$ cat src/rtl/priority16_req_queue_if.sv
// Request/dispatch bundle for priority16_req_queue (grant_cnt exists only with GRANT_CNT_EN).
interface priority16_req_queue_if;
  localparam int unsigned N     = 16;
  localparam int unsigned IDX_W = 4;

  logic             En;
  logic [N-1:0]     req_in;
  logic             clr_all;
  logic             out_valid;
  logic             out_ready;
  logic [IDX_W-1:0] out_idx;
  logic [N-1:0]     pending;
  logic             no_req;
`ifdef GRANT_CNT_EN
  logic [7:0]       grant_cnt;

  modport slave  (input  En, req_in, clr_all, out_ready,
                  output out_valid, out_idx, pending, no_req, grant_cnt);
  modport master (output En, req_in, clr_all, out_ready,
                  input  out_valid, out_idx, pending, no_req, grant_cnt);
`else
  modport slave  (input  En, req_in, clr_all, out_ready,
                  output out_valid, out_idx, pending, no_req);
  modport master (output En, req_in, clr_all, out_ready,
                  input  out_valid, out_idx, pending, no_req);
`endif
endinterface

$ cat src/rtl/priority16_req_queue.sv
// Sticky 16-line request queue; highest pending index offered over valid/ready.
// Optional macro GRANT_CNT_EN adds an 8-bit completed-handshake counter.
module priority16_req_queue (
  input  logic                  clk,
  input  logic                  rst,
  priority16_req_queue_if.slave q_if
);
  localparam int unsigned N     = 16;
  localparam int unsigned IDX_W = 4;

  typedef enum logic {IDLE, OFFER} state_t;

  state_t           r_state;
  state_t           w_state_nxt;
  logic [N-1:0]     r_pending;
  logic [N-1:0]     w_pending_nxt;
  logic [N-1:0]     w_clr_mask;
  logic             r_out_valid;
  logic             w_out_valid_nxt;
  logic [IDX_W-1:0] r_out_idx;
  logic [IDX_W-1:0] w_out_idx_nxt;
  logic [IDX_W-1:0] w_top_idx;
  logic             w_hs;

  // Highest set bit of the registered pending vector wins.
  always_comb begin
    w_top_idx = '0;
    for (int i = 0; i < N; i++) begin
      if (r_pending[i]) w_top_idx = IDX_W'(i);
    end
  end

  // A flush in the same cycle cancels the transfer.
  assign w_hs       = (r_state == OFFER) && q_if.out_ready && !q_if.clr_all;
  assign w_clr_mask = w_hs ? (N'(1) << r_out_idx) : '0;

  // Set after clear, so a same-cycle re-request of the granted bit survives.
  always_comb begin
    w_pending_nxt = (r_pending & ~w_clr_mask) | q_if.req_in;
    if (q_if.clr_all) w_pending_nxt = '0;
  end

  always_comb begin
    w_state_nxt     = r_state;
    w_out_valid_nxt = r_out_valid;
    w_out_idx_nxt   = r_out_idx;
    case (r_state)
      IDLE: begin
        w_out_valid_nxt = 1'b0;
        if (q_if.En && !q_if.clr_all && (r_pending != '0)) begin
          w_out_idx_nxt   = w_top_idx;
          w_out_valid_nxt = 1'b1;
          w_state_nxt     = OFFER;
        end
      end
      OFFER: begin
        if (q_if.clr_all || q_if.out_ready) begin
          w_out_valid_nxt = 1'b0;
          w_state_nxt     = IDLE;
        end
      end
      default: begin
        w_out_valid_nxt = 1'b0;
        w_state_nxt     = IDLE;
      end
    endcase
  end

  always_ff @(posedge clk or posedge rst) begin
    if (rst) begin
      r_state     <= IDLE;
      r_pending   <= '0;
      r_out_valid <= 1'b0;
      r_out_idx   <= '0;
    end else begin
      r_state     <= w_state_nxt;
      r_pending   <= w_pending_nxt;
      r_out_valid <= w_out_valid_nxt;
      r_out_idx   <= w_out_idx_nxt;
    end
  end

  assign q_if.out_valid = r_out_valid;
  assign q_if.out_idx   = r_out_idx;
  assign q_if.pending   = r_pending;
  assign q_if.no_req    = (r_pending == '0);

`ifdef GRANT_CNT_EN
  logic [7:0] r_grant_cnt;

  always_ff @(posedge clk or posedge rst) begin
    if (rst) r_grant_cnt <= '0;
    else if (w_hs) r_grant_cnt <= r_grant_cnt + 8'd1;
  end

  assign q_if.grant_cnt = r_grant_cnt;
`endif
endmodule
$ cat src/flat_wrapper.sv
// flat-port wrapper written by rule: the top's interface ports become plain ports
module priority16_req_queue_flat 
  (clk, rst, q_if_En, q_if_req_in, q_if_clr_all, q_if_out_ready, q_if_out_valid, q_if_out_idx, q_if_pending, q_if_no_req);
  priority16_req_queue_if q_if_i ();
  input  logic clk;
  input  logic rst;
  input wire logic [$bits(q_if_i.En)-1:0] q_if_En;
  input wire logic [$bits(q_if_i.req_in)-1:0] q_if_req_in;
  input wire logic [$bits(q_if_i.clr_all)-1:0] q_if_clr_all;
  input wire logic [$bits(q_if_i.out_ready)-1:0] q_if_out_ready;
  output wire logic [$bits(q_if_i.out_valid)-1:0] q_if_out_valid;
  output wire logic [$bits(q_if_i.out_idx)-1:0] q_if_out_idx;
  output wire logic [$bits(q_if_i.pending)-1:0] q_if_pending;
  output wire logic [$bits(q_if_i.no_req)-1:0] q_if_no_req;
  assign q_if_i.En = q_if_En;
  assign q_if_i.req_in = q_if_req_in;
  assign q_if_i.clr_all = q_if_clr_all;
  assign q_if_i.out_ready = q_if_out_ready;
  assign q_if_out_valid = q_if_i.out_valid;
  assign q_if_out_idx = q_if_i.out_idx;
  assign q_if_pending = q_if_i.pending;
  assign q_if_no_req = q_if_i.no_req;
  priority16_req_queue u_core (.clk(clk), .rst(rst), .q_if(q_if_i));
endmodule
$ cat config.mk
export PLATFORM = sky130hd
export DESIGN_NAME = priority16_req_queue_flat
export DESIGN_NICKNAME = d
export VERILOG_FILES = /design/src/rtl/priority16_req_queue_if.sv /design/src/rtl/priority16_req_queue.sv /design/src/flat_wrapper.sv
export SDC_FILE = /design/constraint.sdc
export NUM_CORES = 1
export LEC_CHECK = 0
export BUFFER_PORTS_ARGS = -buffer_cell sky130_fd_sc_hd__buf_2
export CAP_MARGIN = 0
export CELL_PAD_IN_SITES_DETAIL_PLACEMENT = 2
export CELL_PAD_IN_SITES_GLOBAL_PLACEMENT = 2
export CORE_ASPECT_RATIO = 0.75
export CORE_MARGIN = 5
export CORE_UTILIZATION = 28
export CTS_CLUSTER_SIZE = 20
export DETAILED_ROUTE_END_ITERATION = 7
export GPL_ROUTABILITY_DRIVEN = 0
export PLACE_DENSITY = 0.87
export REMOVE_ABC_BUFFERS = 1
export SLEW_MARGIN = 20
export SYNTH_ARGS = -nofsm -noshare
export SYNTH_HDL_FRONTEND = slang
export SYNTH_SLANG_ARGS = --single-unit
export TNS_END_PERCENT = 10
$ cat constraint.sdc
create_clock -name clk -period 3.59 [get_ports clk]
set_input_delay 0.359 -clock clk [delete_from_list [all_inputs] [get_ports clk]]
set_output_delay 0.359 -clock clk [all_outputs]
set_load 0.01 [all_outputs]
==> out/results.ini <==
[status]
status=complete, no violations

[power]
power.density_mw_per_mm2=421
total_power_mw=0.584
leakagePower_nw=0.668
ir_drop_v=0.000155

[timing]
hold_viol_final=0
tightest_slew_ns=0.915
skew_ns=0.000616
slew_headroom_pct=38.9
max_freq_mhz=486
maxSlewViolCount=0
finalSetupViolCount=0
layout_setup_ws_ns=1.53
finalSetupTns_ns=0
rsz0062_at_grt=no
min_period_ns=2.06
whs_ns=0.286
finalCritPeriodShare_pct=57.3

[synthesis]
ys_ff_latch=22
yosys.area_share.adder_pct=0
yosys-mux-area-fraction_pct=1.94
synth_xor_area_share_pct=0
syn_area_per_cell_sq_um=8.76
synth_compound_area_share_pct=18.1
netlist_area_sq_mm=0.00109
synth_cell_types=26
ys_warn_count=0
ys_seq_area_share_pct=50.3
synth_top_family_by_area=simple AND/OR/NAND/NOR gates
yosys.area_share.simple_pct=24.9
synthCells=125

[drt]
routed-wl-met3_um=286
ant_nets=0
drc=0
routed-wl-met2_um=1790
post_drt_via_cell_ratio=5.15
top_layer=met4
routed-via-count=1123
first_pass_iters=4
wirelength_met1_um=1760
drt-initial-drc-count=35
wl_um=3860
wire_per_inst_um=17.7

[global_route]
antenna_found_initial=0
grtUsageTotal_pct=16.2
grt_max_degree=23
grt_pass1_vias=1229
grt_pass1_wl_um=6500
grt_overflow=0

[floorplanning]
placementRows=19
die_y_um=64.2
chipWidth_um=82.2
coreArea_sq_mm=0.00371
io_pins=43
start_util_pct=29.5
dieArea_sq_mm=0.00527

[clocking]
cts_max_path_buffers=2
h-tree-depth=1
cts_resized=0
cts_hold_buf=0
cts_sinks=22
tritoncts=yes
clockRootBuffer=clkbuf_8
post-cts-setup-buffer-count=0
clk_pin_slew_ns=0.08
insertion_delay_ns=0.26
cts_made_buffers=3

[worst_setup_path]
crit_chain=nor4_1 -> nand2_1 -> nor2_1 -> buf_2
slowest_delay_ns=0.46
reg2reg_depth=4
crit_path_max_fanout=6
critPathRequiredTime_ns=3.23
r2r_setup_slack_ns=1.54
end_kind=primary output
r2r_end=u_core.q_if.out_idx[3]$_DFFE_PP0P_
slowest_stage=dfrtp_1
start_kind=flop
worstSetupPathType=reg -> out
rr_startpoint=u_core.q_if.pending[12]$_DFF_PP0_
crit_family=simple AND/OR/NAND/NOR gates
worstPathArrival_ns=1.70
crit_buf_inv=1

[final_layout]
final-seq-area_sq_um=551
antenna_cells=0
drive_above_1_share_pct=29.5
nets=189
area_delta_synth_final_pct=26.9
multi_input_area_sq_um=492
fillers=451

[placement]
place_ws_ns=1.58
dp_hpwl_um=3000
port-buffer-count=42

[flow_run]
maxCapViolCount=0

[min_path]
holdCritPathClass=in -> async

[cell families after synthesis]
kind of cell / Yosys count
mux: 2
simple gates: 55
buf+inv: 12
compound gates: 34
flops: 22
[layout make-up]
type	instances	area share [%]
well taps	52	4.68
clock buffers	3	2.97
repair buffers	42	15.1
flip-flops and latches	22	39.6
inverters	8	2.16
multi-input cells	91	35.4
[report_power, final]
| part | internal, mW | switching (mW) | leakage [nW] |
|---|---|---|---|
| combinational | 0.0510 | 0.0672 | 0.376 |
| clock | 0.0749 | 0.0777 | 0.0216 |
| sequential | 0.269 | 0.0442 | 0.270 |
[per-layer routing]
| metal | global-route usage [%] | up-vias |
|---|---|---|
| met1 | 21.6 | 569 |
| met3 | 5.90 | 4 |
| met5 | 0 | - |
| met2 | 25.6 | 36 |
| li1 | - | 514 |
| met4 | 2.28 | 0 |
[layout by cell type (no fill, tap or decap)]
master | Yosys | routed
or3_1 | 3 | 3
mux2i_1 | 1 | 1
a211oi_1 | 2 | 2
nand2b_4 | 1 | 1
nor4_1 | 3 | 3
o31a_1 | 1 | 1
a21oi_1 | 17 | 17
clkbuf_8 | 0 | 3
nor2_1 | 21 | 21
a221oi_1 | 1 | 1
o21ai_0 | 9 | 9
nand2_1 | 12 | 12
nor2b_1 | 4 | 4
a21o_1 | 1 | 1
nor3b_1 | 1 | 1
or4b_4 | 1 | 1
nand2b_1 | 3 | 3
inv_1 | 8 | 8
mux2_2 | 1 | 1
o211ai_2 | 1 | 1
nand3b_1 | 1 | 1
nand3_1 | 3 | 3
nor3_1 | 2 | 2
dfrtp_1 | 22 | 22
buf_2 | 0 | 42
o31ai_1 | 2 | 2
[synth_stat cells]
| cell type | count | area share (%) |
|---|---|---|
| buf_6 | 1 | 1.0 |
| nor3b_1 | 1 | 0.69 |
| nand2_1 | 12 | 4.1 |
| nor2b_1 | 4 | 2.3 |
| nor3_1 | 2 | 0.91 |
| o31a_1 | 1 | 0.80 |
| mux2i_1 | 1 | 0.91 |
| clkbuf_1 | 3 | 1.0 |
| a21o_1 | 1 | 0.69 |
| a211oi_1 | 2 | 1.4 |
| or4b_4 | 1 | 1.3 |
| mux2_2 | 1 | 1.0 |
| nor2_1 | 21 | 7.2 |
| dfrtp_1 | 22 | 50 |
| o211ai_2 | 1 | 1.1 |
| nor4_1 | 3 | 1.7 |
| inv_1 | 8 | 2.7 |
| nand2b_4 | 1 | 1.3 |
| o21ai_0 | 9 | 4.1 |
| a221oi_1 | 1 | 0.80 |
| o31ai_1 | 2 | 1.4 |
| nand3_1 | 3 | 1.4 |
| nand2b_1 | 3 | 1.7 |
| or3_1 | 3 | 1.7 |
| nand3b_1 | 1 | 0.69 |
| a21oi_1 | 17 | 7.8 |
[how the worst max path moves through the flow]
stage | start | endpoint | slack, ns | cells past startpoint
floorplan | u_core.q_if.pending[13]$_DFF_PP0_ | u_core.q_if.out_idx[3]$_DFFE_PP0P_ | 1.87 | 4
global placement | q_if_clr_all | u_core.q_if.pending[0]$_DFF_PP0_ | 1.67 | 6
detailed placement | u_core.q_if.pending[12]$_DFF_PP0_ | u_core.q_if.out_idx[3]$_DFFE_PP0P_ | 1.58 | 4
CTS | u_core.q_if.pending[12]$_DFF_PP0_ | q_if_no_req | 1.52 | 4
global route | u_core.q_if.pending[12]$_DFF_PP0_ | u_core.q_if.out_idx[0]$_DFFE_PP0P_ | 1.35 | 5
finish | u_core.q_if.pending[12]$_DFF_PP0_ | q_if_no_req | 1.53 | 4
[registers in the layout, summed over array words and instances (netlist names)]
register,cells
u_core.q_if.out_idx,4
u_core.q_if.out_valid,1
u_core.q_if.pending,16
u_core.r_state,1
[worst reg2reg max path: cells and delay by family, from the launching register on]
family             cells  cell delay (ns)
muxes                  1             0.39
AOI/OAI and AO/OA      1             0.42
DFF                    1             0.46
and+or+nand+nor        2             0.66
[per-stage QoR]
step	cell area, sq um	util (%)	std cells
after floorplan	1070	-	121
after global placement	1350	36.3	215
after detailed placement	1350	36.3	215
after CTS	1390	37.4	218
after global routing	1390	37.4	218
final	1390	37.4	218
(Power assumes the default switching activity.)
